--- config.mk ---
export PLATFORM = sky130hd
export DESIGN_NAME = cr_xp10_decomp_hdr_bitbuf
export DESIGN_NICKNAME = d
export VERILOG_FILES = /design/src/rtl/cr_xp10_decomp_hdr_bitbuf_pkg.sv /design/src/rtl/cr_xp10_decomp_hdr_word_fifo.sv /design/src/rtl/cr_xp10_decomp_hdr_bitbuf.sv
export SDC_FILE = /design/constraint.sdc
export NUM_CORES = 1
export LEC_CHECK = 0
export CAP_MARGIN = 10
export CORE_MARGIN = 2
export CORE_UTILIZATION = 45
export DETAILED_ROUTE_END_ITERATION = 8
export HOLD_SLACK_MARGIN = 0.1
export PLACE_DENSITY_LB_ADDON = 0.05
export SLEW_MARGIN = 10
export SYNTH_ARGS = -nofsm -noshare
export SYNTH_HDL_FRONTEND = slang
export SYNTH_HIERARCHICAL = 1
export SYNTH_SLANG_ARGS = --single-unit
--- constraint.sdc ---
create_clock -name clk -period 13.3 [get_ports clk]
set_input_delay 2.66 -clock clk [delete_from_list [all_inputs] [get_ports clk]]
set_output_delay 2.66 -clock clk [all_outputs]
set_load 0.005 [all_outputs]
--- src/rtl/cr_xp10_decomp_hdr_bitbuf_pkg.sv ---
// Shared types and defaults for the XP10 decompressor header bit buffer.
// Latency: n/a (declarations only).
// Backpressure: n/a.
package cr_xp10_decomp_hdr_bitbuf_pkg;

    // Default FIFO depth in words for the Huffman-table-format header buffer
    localparam int N_HTF_HDR_BITBUF_DEPTH = 4;

    // Write-side state: accepting words, waiting for clear after last, or dropping a cut frame
    typedef enum logic [1:0] {
        FILL    = 2'd0,
        WAIT    = 2'd1,
        DISCARD = 2'd2
    } hdr_bitbuf_state_e;

endpackage

--- src/rtl/cr_xp10_decomp_hdr_word_fifo.sv ---
// Flop FIFO of DEPTH words, each word being header data plus its last flag.
// Latency: written word readable at the head one cycle after the write; head read is combinational.
// Backpressure: writes when full and reads when empty are ignored; clear empties it in one cycle.
module cr_xp10_decomp_hdr_word_fifo #(
    parameter int W     = 65,
    parameter int DEPTH = 4
) (
    input  logic         clk,
    input  logic         rst,
    input  logic         clear,
    input  logic         wen,
    input  logic [W-1:0] wdata,
    input  logic         ren,
    output logic [W-1:0] rdata,
    output logic         full,
    output logic         empty
);
    localparam int AW = (DEPTH > 1) ? $clog2(DEPTH) : 1;
    localparam int CW = $clog2(DEPTH + 1);

    logic [W-1:0]  mem [DEPTH];
    logic [AW-1:0] wptr;
    logic [AW-1:0] rptr;
    logic [CW-1:0] cnt;
    logic          do_wr;
    logic          do_rd;

    assign full  = (cnt == CW'(DEPTH));
    assign empty = (cnt == '0);
    assign rdata = mem[rptr];
    assign do_wr = wen && !full && !clear;
    assign do_rd = ren && !empty && !clear;

    function automatic logic [AW-1:0] ptr_inc(input logic [AW-1:0] p);
        return (p == AW'(DEPTH - 1)) ? '0 : p + AW'(1);
    endfunction

    // Pointer and occupancy bookkeeping; clear behaves like a reset of the control state
    always_ff @(posedge clk) begin
        if (rst || clear) begin
            wptr <= '0;
            rptr <= '0;
            cnt  <= '0;
        end else begin
            if (do_wr) wptr <= ptr_inc(wptr);
            if (do_rd) rptr <= ptr_inc(rptr);
            cnt <= cnt + CW'(do_wr) - CW'(do_rd);
        end
    end

    // Storage array, no reset needed since occupancy gates every read
    always_ff @(posedge clk) begin
        if (do_wr) mem[wptr] <= wdata;
    end

endmodule

--- src/rtl/cr_xp10_decomp_hdr_bitbuf.sv ---
// Header bit buffer: DP_WIDTH-bit words in, up to OUT_BITS bits/cycle out LSB-first, with align skip and frame discard.
// Latency: word accepted at edge N is popped at edge N+1 and visible in cycle N+2.
// Backpressure: in_ready drops when the FIFO is full or after the frame's last word until hdr_clear.
module cr_xp10_decomp_hdr_bitbuf
    import cr_xp10_decomp_hdr_bitbuf_pkg::*;
#(
    parameter int DP_WIDTH = 64,
    parameter int OUT_BITS = 16,
    parameter int DEPTH    = N_HTF_HDR_BITBUF_DEPTH,
    parameter int CNT_W    = 20
) (
    input  logic                          clk,
    input  logic                          rst,
    input  logic                          in_valid,
    input  logic [DP_WIDTH-1:0]           in_data,
    input  logic                          in_last,
    input  logic                          in_trace,
    output logic                          in_ready,
    output logic [$clog2(OUT_BITS+1)-1:0] bits_avail,
    output logic [OUT_BITS-1:0]           bits_data,
    output logic                          bits_last,
    input  logic [$clog2(OUT_BITS+1)-1:0] bits_consume,
    input  logic                          align_req,
    output logic                          bits_err,
    input  logic                          hdr_clear,
    output logic [CNT_W-1:0]              frame_bit_cnt,
    output logic                          stall_stb
);
    localparam int ACC_W = DP_WIDTH + OUT_BITS;
    localparam int FW    = $clog2(ACC_W + 1);
    localparam int AV_W  = $clog2(OUT_BITS + 1);

    hdr_bitbuf_state_e state;
    hdr_bitbuf_state_e state_nx;

    logic [ACC_W-1:0]  acc;
    logic [FW-1:0]     fill;
    logic              acc_last;
    logic [FW-1:0]     fill_sh;
    logic              fifo_full;
    logic              fifo_empty;
    logic              fifo_wen;
    logic              fifo_ren;
    logic [DP_WIDTH:0] fifo_head;
    logic              in_acc;
    logic [2:0]        align_amt;
    logic [AV_W-1:0]   req;
    logic [AV_W-1:0]   drop;
    logic [CNT_W:0]    cnt_sum;

    cr_xp10_decomp_hdr_word_fifo #(
        .W     (DP_WIDTH + 1),
        .DEPTH (DEPTH)
    ) u_word_fifo (
        .clk   (clk),
        .rst   (rst),
        .clear (hdr_clear),
        .wen   (fifo_wen),
        .wdata ({in_last, in_data}),
        .ren   (fifo_ren),
        .rdata (fifo_head),
        .full  (fifo_full),
        .empty (fifo_empty)
    );

    // Output view: bits above fill are always zero in acc, so the low slice needs no mask
    assign bits_avail = (fill >= FW'(OUT_BITS)) ? AV_W'(OUT_BITS) : fill[AV_W-1:0];
    assign bits_data  = acc[OUT_BITS-1:0];
    assign bits_last  = acc_last && (fill <= FW'(OUT_BITS));

    // Align skips to the next byte boundary of the frame count; over-asks are clipped and flagged
    assign align_amt = 3'd0 - frame_bit_cnt[2:0];
    assign req       = align_req ? AV_W'(align_amt) : bits_consume;
    assign bits_err  = (req > bits_avail);
    assign drop      = hdr_clear ? '0 : (bits_err ? bits_avail : req);
    assign fill_sh   = fill - FW'(drop);

    // Refill only once the frame's last word has not yet been loaded and the window would run short
    assign fifo_ren = !fifo_empty && !acc_last && (fill_sh < FW'(OUT_BITS)) && !hdr_clear;

    assign in_ready = !rst && (((state == FILL) && !fifo_full) || (state == DISCARD));
    assign in_acc   = in_valid && in_ready;
    assign fifo_wen = in_acc && (state == FILL) && !hdr_clear;
    assign cnt_sum  = {1'b0, frame_bit_cnt} + (CNT_W + 1)'(drop);

    // Accumulator: shift out dropped bits, append the popped head word right above what remains
    always_ff @(posedge clk) begin
        if (rst || hdr_clear) begin
            acc      <= '0;
            fill     <= '0;
            acc_last <= 1'b0;
        end else if (fifo_ren) begin
            acc      <= (acc >> drop) | (ACC_W'(fifo_head[DP_WIDTH-1:0]) << fill_sh);
            fill     <= fill_sh + FW'(DP_WIDTH);
            acc_last <= fifo_head[DP_WIDTH];
        end else begin
            acc  <= acc >> drop;
            fill <= fill_sh;
        end
    end

    // Saturating count of bits consumed since the last clear
    always_ff @(posedge clk) begin
        if (rst || hdr_clear) begin
            frame_bit_cnt <= '0;
        end else begin
            frame_bit_cnt <= cnt_sum[CNT_W] ? '1 : cnt_sum[CNT_W-1:0];
        end
    end

    // Write-side state register
    always_ff @(posedge clk) begin
        if (rst) state <= FILL;
        else     state <= state_nx;
    end

    // Write-side next state: a clear mid-frame discards the rest of the frame's words
    always_comb begin
        state_nx = state;
        case (state)
            FILL: begin
                if (hdr_clear)                state_nx = (in_acc && in_last) ? FILL : DISCARD;
                else if (in_acc && in_last)   state_nx = WAIT;
            end
            WAIT: begin
                if (hdr_clear)                state_nx = FILL;
            end
            DISCARD: begin
                if (in_acc && in_last)        state_nx = FILL;
            end
            default:                          state_nx = FILL;
        endcase
    end

    // Trace strobe for cycles where an offered word was held off
    always_ff @(posedge clk) begin
        if (rst) stall_stb <= 1'b0;
        else     stall_stb <= in_valid && !in_ready && in_trace;
    end

endmodule

Word level (Yosys, flattened, before mapping)
Memory sizes are Yosys's and may differ from the RTL's. A register that Yosys moved wholly into a read port is not among the register bits.
Cells that the tools add are included.

word-level totals
  flip-flop bits (word level) = 118
  bits in latches = 0
  memory bits (writable) = 260
  bits in read-only memories = 0
  bits of input ports = 76
  output and inout port bits = 45
  memories = 1

cells by class
  add/sub/neg operators = 8
  multipliers = 0
  divide/modulo/power cells = 0
  order comparisons = 4
  equal/unequal tests = 8
  shifts and indexed selects = 2
  muxes and demuxes = 19
  bitwise operators = 1
  reduce and logical (&&, ||, !) cells = 27

memory list
  memory           depth  width  read ports  clocked after memory_dff  wr ports  RTL line                            source
  u_word_fifo.mem  4      65     1           1                         1         cr_xp10_decomp_hdr_word_fifo.sv:21  logic [W-1:0] mem [DEPTH];

operators with widths
  cell                                                             count
  2-to-1 mux 80 bit                                                1
  bitwise OR 80 bit                                                1
  << shifter 64 x 7 -> 80 bit                                      1
  right shift 80 x 5 -> 80 bit                                     1
  adder 20 x 5 -> 21 bit                                           1
  2-to-1 mux 20 bit                                                1
  2-to-1 mux 5 bit                                                 4
  2-to-1 mux 2 bit                                                 9
  logical AND 1 bit                                                16
  adder 7 bit (second input constant)                              1
  >= comparator 7 x 5 -> 1 bit (second input constant)             1
  less-or-equal comparator 7 x 5 -> 1 bit (second input constant)  1
  less-than comparator 7 x 5 -> 1 bit (second input constant)      1
  2-to-1 mux 7 bit                                                 1
  subtractor 7 x 5 -> 7 bit                                        1
  == test 2 bit (second input constant)                            3
  logical NOT 1 bit                                                6
  one-hot mux 2 bit (3 select lines)                               1
  > comparator 5 bit                                               1
  adder 2 x 1 -> 2 bit (second input constant)                     2
  adder 3 x 1 -> 3 bit                                             1
  == test 3 bit (second input constant)                            1
  logical NOT 3 bit                                                1
  inequality test 3 x 2 -> 1 bit (second input constant)           1
  other kinds (9)                                                  11

Depth between registers and ports, before layout
Gate-level depths: netlist of the first run.

  depth in word-level cells = 13
  gate-level depth with buffers = 34
  gate-level depth less buffers = 28

Cells and area by module
Netlist of the first run, hierarchy kept.

modules (own cells, without submodules)
  module                        times used  cells an instance  area an instance (µm²)  seq. area each (µm²)
  cr_xp10_decomp_hdr_bitbuf     1           1663               12190.4                 2222.1
  cr_xp10_decomp_hdr_word_fifo  1           390                9913.3                  7987.7

Worst setup path after synthesis of the first run
Ideal clock, no wire load.

  path kind = input to register
  from = input align_req
  to = register u_word_fifo.cnt[1]
  setup time = 0.115 ns
  arrival time = 8.562 ns
  required time = 13.185 ns
  slack = 4.623 ns
  stages on the path = 30
  buffers on the path = 6
  cells stage by stage = mux2i_1 > inv_1 > ha_1 > nand4_1 > or2_0 > clkbuf_1 > o32a_1 > buf_6 > and2_4 > inv_2 > buf_2 > buf_4 > ha_1 > inv_1 > fa_1 > a21o_1 > a21oi_1 > xnor2_1 > or4_1 > nor2_1 > nand3_1 > inv_1 > clkbuf_1 > clkbuf_1 > nor3b_2 > ha_1 > inv_1 > ha_1 > fa_1 > and2_1

between the ends
  cells in the longest elaborated chain, start to end = 11

RTL lines
  item                                     RTL line                            source
  start: declaration                       cr_xp10_decomp_hdr_bitbuf.sv:23     input logic align_req,
  2-to-1 mux 5 bit (*)                     cr_xp10_decomp_hdr_bitbuf.sv:73     assign req = align_req ? AV_W'(align_amt) : bits_consume;
  > comparator 5 bit                       cr_xp10_decomp_hdr_bitbuf.sv:74     assign bits_err = (req > bits_avail);
  2-to-1 mux 5 bit (*) (2 in a row)        cr_xp10_decomp_hdr_bitbuf.sv:75     assign drop = hdr_clear ? '0 : (bits_err ? bits_avail : req);
  subtractor 7 x 5 -> 7 bit (*)            cr_xp10_decomp_hdr_bitbuf.sv:76     assign fill_sh = fill - FW'(drop);
  less-than comparator 7 x 5 -> 1 bit (*)  cr_xp10_decomp_hdr_bitbuf.sv:79     assign fifo_ren = !fifo_empty && !acc_last && (fill_sh < FW'(OUT_BITS)) && !hdr_clear;
  logical AND 1 bit (*) (2 in a row)       cr_xp10_decomp_hdr_bitbuf.sv:79
  via fifo_ren                             cr_xp10_decomp_hdr_bitbuf.sv:43     logic fifo_ren;
  logical AND 1 bit (*) (2 in a row)       cr_xp10_decomp_hdr_word_fifo.sv:32  assign do_rd = ren && !empty && !clear;
  subtractor 3 x 1 -> 3 bit (*)            cr_xp10_decomp_hdr_word_fifo.sv:47  cnt <= cnt + CW'(do_wr) - CW'(do_rd);
  end signal: assignment                   cr_xp10_decomp_hdr_word_fifo.sv:47
  end: declaration                         cr_xp10_decomp_hdr_word_fifo.sv:24  logic [CW-1:0] cnt;

Mark *: on every way through the listed nets, which the timed path passes. The rest lies on a longest branch.
A chain may end at the register's enable or synchronous reset.

Worst setup path in the final report of the first run
  from = input align_req
  to = register u_word_fifo.cnt[2]

between the ends
  cells in the longest elaborated chain, start to end = 11

RTL lines
  item                                     RTL line
  2-to-1 mux 5 bit (*)                     cr_xp10_decomp_hdr_bitbuf.sv:73
  > comparator 5 bit                       cr_xp10_decomp_hdr_bitbuf.sv:74
  2-to-1 mux 5 bit (*) (2 in a row)        cr_xp10_decomp_hdr_bitbuf.sv:75
  subtractor 7 x 5 -> 7 bit (*)            cr_xp10_decomp_hdr_bitbuf.sv:76
  less-than comparator 7 x 5 -> 1 bit (*)  cr_xp10_decomp_hdr_bitbuf.sv:79
  logical AND 1 bit (*) (2 in a row)       cr_xp10_decomp_hdr_bitbuf.sv:79
  logical AND 1 bit (*) (2 in a row)       cr_xp10_decomp_hdr_word_fifo.sv:32
  subtractor 3 x 1 -> 3 bit (*)            cr_xp10_decomp_hdr_word_fifo.sv:47

Every way passes the cells marked *; elsewhere a longest branch is shown, timed or not.

==> results of run 1 <==
## metal layers
layer | up-vias | track usage (%) | routed length, um
met4 | 0 | 7.88 | 2040
met5 | - | 0 | 0
met3 | 109 | 5.00 | 5250
met1 | 8711 | 39.7 | 30900
li1 | 7933 | - | -
met2 | 751 | 42.4 | 31800
## final timing paths
path                              to  slack (ps)  cells past startpoint  startpoint
setup / recovery  u_word_fifo/cnt[2]        3750                     27   align_req
setup reg to reg  u_word_fifo/cnt[2]        5450                     27     fill[6]
hold reg to reg             state[1]         460                      1    state[0]
hold / removal              state[1]         460                      1    state[0]
## power by group
part / internal, mW / switching [mW] / total [mW]
clock: 0.756 / 0.510 / 1.27
combinational: 1.23 / 2.42 / 3.65
sequential: 1.33 / 0.0661 / 1.39
## worst max-delay path, delay by kind of cell
| family | cells | cell delay, ps |
|---|---|---|
| AND/OR/NAND/NOR | 7 | 1200 |
| XOR/XNOR | 2 | 1140 |
| adder cells (fa/ha/maj) | 6 | 1990 |
| multiplexers | 1 | 260 |
| AO/OA/AOI/OAI | 4 | 1050 |
| buffers and inverters | 7 | 1640 |
## final cells by class
class | instances | area share [%]
Inverter | 54 | 0.810
Clock inverter | 27 | 1.53
Timing Repair Buffer | 154 | 5.82
Multi-Input combinational cell | 1434 | 43.3
Tap cell | 664 | 3.32
Sequential cell | 380 | 40.8
Clock buffer | 49 | 4.39
## sequential cells by signal (all words and copies together), names as in the netlist, 2 cells and up, named ones only
signal	flops
u_word_fifo/rptr	2
fill	7
u_word_fifo/wptr	2
state	2
u_word_fifo/cnt	3
frame_bit_cnt	20
u_word_fifo/mem	260
acc	80
## through the flow
stage	util [%]	cells	cell area (um2)	hold WS, ps	setup slack [ps]
after floorplan	-	2053	22100	421	4620
after global placement	48.3	2686	23600	446	3450
after global routing	51.3	2762	25000	490	3330
after CTS	51.3	2762	25000	458	3830
final	51.3	2762	25000	458	3750
after detailed placement	48.3	2686	23600	444	3250
## layout by cell type (no fill, tap or decap), drive strengths merged, types with 14 or more instances in the layout
master         synthesis  final
o211ai                79     79
and3                  20     20
ha                    24     24
a211oi                32     32
o21ai                115    115
nand3                107    107
mux2i                123    123
a22o                  16     16
and2                  15     15
xnor2                 17     17
nor2                 167    167
nand2                175    175
nor3                  21     21
dfxtp                120    120
clkbuf               101     49
a221oi                37     37
buf                   84     34
nor2b                 14     14
inv                   54     59
o22ai                 42     42
a31oi                 28     28
mux2                  45     45
a21oi                114    114
edfxtp               260    260
mux4                  94     94
clkdlybuf4s50          0    120
## cell families after synthesis
logic type	after synthesis	synth area share, %
xor+xnor	25	0.991
mux	262	17.4
simple gates	555	11.2
buf+inv	239	5.24
flops	380	46.2
compound gates	565	17.3
fa+ha+maj	27	1.63
==> metrics.txt, run 1 <==
status=complete, no violations; Max Fclk=105 MHz; Die W=226 um; initial antenna violation count=0; clk root buf=clkbuf_16; routability congestion estimate=0.951; startpoint types=input pin; post-cts hold buffer count=0; area occupied by multi-input gates=0.0108 mm2; asr flop ratio synth=0%; DRC viols=0; Slew Limit Fails=0; htree depth=2; Slew HR=17.8%; iteration-0 DRC count of the detailed router=2189; Crit Path Max Fanout=37; RSZ-0062 raised after global routing=no; register area share after synthesis=46.2%; Syn Area/Cell=10.8 um2; max incr delay on CP=970 ps; Power Density=252 mW/mm2; largest cells by area after synthesis=edfxtp_1, dfxtp_1, mux4_2; total number of vias=17500; Synth Net Count=2156; Arr. time, crit path=9980 ps; leakage=8.62 nW; Synth Instances=2053; final hold viol count=0; top cell type's share of synthesized area=35.3%; first-pass GRT wire length=106 mm; Routed WL=70.0 mm; PortBufs=120; P&R area growth vs syn=13.2%; count of final setup violators=0; slowest stage cell, crit path=xnor2_1; CTS tree=built; Worst-Margin Slew=1220 ps; Ant. Diodes=0; leading area contributor after synthesis=edfxtp_1; top post-synthesis cells by count=edfxtp_1, nand2_1, nor2_1, mux2i_1, dfxtp_1; CP Capture Type=flip-flop; vias in the first global route=16700; Pre-antenna DRT Iters=6; maxcap violations=0; Top FF cell, synth=edfxtp_1; Power Total=6.31 mW; clock skew=30.0 ps; most frequent CP cell=inv_1; DP HPWL=49.1 mm; clock slew at reported path FFs=60 ps; die area=0.0509 mm2; grt total ovfl=0; fin crit period=9550 ps; Cell Rows=81; fill cell count=4346; FF+latch count, synth=380; layout cells sized above 1=13.3%; GRT Total Usage=27.5%; Synth warnings=6; largest net degree at the start of global routing=90; buffers from clock root to sink, at most=3; CP Class=in -> reg; EDFF count, synth=260; total clock sinks=380; Via density=6.34; Hold Crit Class=reg -> reg; Sum Neg Setup Slack=0 ps; CTS buffer count=43; post-route ant nets=0; final worst-path cycle share=71.8%; cell with the most instances after synthesis=edfxtp_1; synthesized cell area=0.0221 mm2; # IOs=121; Worst-Skew Late Latency=590 ps; Initial Util=45.3%; WP data required=13730 ps; storage element area=0.0102 mm2; Setup Buffers After CTS=0; die height=226 um; routed len/inst=25.3 um; NumNets Final=2170; post-cts resize count=0; core area=0.0487 mm2; Yosys cell types=77; Worst VDD drop=0.227 mV
No activity file was read; power rests on OpenSTA's default activity.
==> run 2: changes to the inputs <==
==> constraint.sdc (replaced) <==
create_clock -name clk -period 7.7 [get_ports clk]
set_input_delay 1.54 -clock clk [delete_from_list [all_inputs] [get_ports clk]]
set_output_delay 1.54 -clock clk [all_outputs]
set_load 0.005 [all_outputs]
==> run 2 against run 1 <==
Effect of this change: clock skew decreased by 13 ps; critical path depth decreased by 2; cell area increased by 0.63%; routed wire length increased by 3.4%; power increased by 75%; clock-buffer cell count increased by 10; flip-flop and latch count unchanged; first-iteration DRC count is 19% lower; die area is the same; via count rose by 0.21%; non-clock buffer count rose by 24; combinational power is 81% higher; critical path type unchanged.
==> metrics.txt, run 2 (synthesized netlist as in run 1, its figures left out) <==
clk root buf=clkbuf_16; slowest stage cell, crit path=clkdlybuf4s50_1; Register-to-Register Path Depth=25 (-7.4%); final core occ=51.7% (+0.33 points); first-pass GRT wire length=109 mm (+2.9%); die height=226 um (unchanged); Sum Neg Setup Slack=0 ps (unchanged); post-route ant nets=0 (unchanged); largest registers=u_word_fifo/mem (260), acc (80), frame_bit_cnt (20); CTS buffer count=42 (-2.3%); Critical R2R Capture=u_word_fifo/cnt[1]; most frequent cells in the layout=edfxtp_1, nand2_1, nor2_1, mux2i_1, clkdlybuf4s50_1; most frequent CP cell=inv_1; Slew HR=29.0% (+11 points); grt total ovfl=0 (unchanged); final hold viol count=0 (unchanged); routed len/inst=26.0 um (+2.4%); Power Density=438 mW/mm2 (+74%); DRC viols=0 (unchanged); Initial Util=45.3% (unchanged); htree depth=2 (unchanged); Hold Path Depth=1 (unchanged); total number of vias=17500 (+0.21%); Pre-antenna DRT Iters=6 (unchanged); leakage=8.72 nW (+1.1%); r2r setup slk=1600 ps (-3850 ps); max incr delay on CP=580 ps (-390 ps); Max Fclk=148 MHz; WHS Endpoint=state[0]; Slew Limit Fails=0 (unchanged); CTS tree=built; layout cells sized above 1=14.0% (+0.68 points); Worst-Margin Slew=1060 ps (-160 ps); Ant. Diodes=0 (unchanged); Hold Crit Class=reg -> reg; post-cts resize count=0 (unchanged); die area=0.0509 mm2 (unchanged); maxcap violations=0 (unchanged); Largest Register=u_word_fifo/mem; number of flip-flops in the largest register=260 (unchanged); Routed WL=72.4 mm (+3.4%); Crit Path Max Fanout=5 (-86%); vias in the first global route=16800 (+0.76%); status=complete, no violations; buffers from clock root to sink, at most=3 (unchanged); GRT Total Usage=28.5% (+1.0 points); most common cell after layout, fill and taps aside=edfxtp_1; final worst-path cycle share=87.7%; clock skew=17.2 ps (-12.8 ps); Worst VDD drop=0.504 mV (+120%); initial antenna violation count=0 (unchanged); core area=0.0487 mm2 (unchanged); # IOs=121 (unchanged); fill cell count=4395 (+1.1%); placed cells=2710 (+0.89%); startpoint types=input pin; Cell Rows=81 (unchanged); P&R area growth vs syn=14.0%; CP Class=in -> reg; WP data required=8180 ps (-5550 ps); Setup Buffers After CTS=0 (unchanged); iteration-0 DRC count of the detailed router=1777 (-19%); RSZ-0062 raised after global routing=no; Arr. time, crit path=7240 ps (-2740 ps); PortBufs=120 (unchanged); largest net degree at the start of global routing=74 (-18%); count of final setup violators=0 (unchanged); r2r startpoint=fill[6]; fin crit period=6760 ps; total clock sinks=380 (unchanged); post-cts hold buffer count=0 (unchanged); CP Capture Type=flip-flop; routability congestion estimate=0.974 (+2.4%); Via density=6.29 (-0.73%); DP Area=0.0238 mm2 (+0.98%); Worst-Skew Late Latency=590 ps (about the same); hold_sp=state[1]; NumNets Final=2193 (+1.1%); clock slew at reported path FFs=60 ps (about the same); DP HPWL=51.5 mm (+4.9%); Die W=226 um (unchanged); design area=0.0252 mm2 (+0.63%); fin cells=2788 (+0.94%)
## run 2: final cells by class
class | instances | area [um2] | share of cell area (%)
clock buffers | 59 | 1190 | 4.71
clock inverters | 19 | 223 | 0.884
inverters | 54 | 203 | 0.805
multi-input cells | 1434 | 10800 | 43.1
flip-flops and latches | 380 | 10200 | 40.6
well taps | 664 | 831 | 3.30
repair buffers | 178 | 1690 | 6.70
## run 2: per-stage QoR
| stage | hold slack, ps | power, mW | worst slack (ps) |
|---|---|---|---|
| final | 450 | 11.0 | 944 |
| after global routing | 487 | 11.7 | 515 |
| after CTS | 454 | 10.9 | 947 |
| after detailed placement | 445 | 8.86 | 342 |
| after global placement | 437 | 8.90 | 483 |
| after floorplan | 421 | 6.76 | 143 |
## run 2: how the worst max path moves through the flow
stage	start	to	cells after the start
final	align_req	u_word_fifo/cnt[1]	25
after global routing	align_req	u_word_fifo/cnt[2]	26
after CTS	align_req	u_word_fifo/cnt[1]	25
after detailed placement	align_req	u_word_fifo/cnt[1]	25
after global placement	align_req	u_word_fifo/cnt[1]	25
after floorplan	align_req	u_word_fifo/cnt[1]	30
## run 2: per-layer routing
layer  track usage [%]  wire length (um)
met1              41.4             32700
met2              43.5             32500
met3              4.57              4880
met4              9.66              2300
met5                 0                 0
## run 2: worst max-delay path, delay by kind of cell
kind	cells	cell delay, ps
buffers and inverters	6	910
AND/OR/NAND/NOR	8	1660
multiplexers	1	300
adder cells (fa/ha/maj)	6	1820
XOR/XNOR	1	110
AO/OA/AOI/OAI	3	890
## run 2: where the power goes
part	switching (mW)	internal, mW	total (mW)
logic	4.36	2.24	6.60
registers	0.107	2.29	2.40
clock network	0.856	1.19	2.05
total	5.32	5.72	11.0
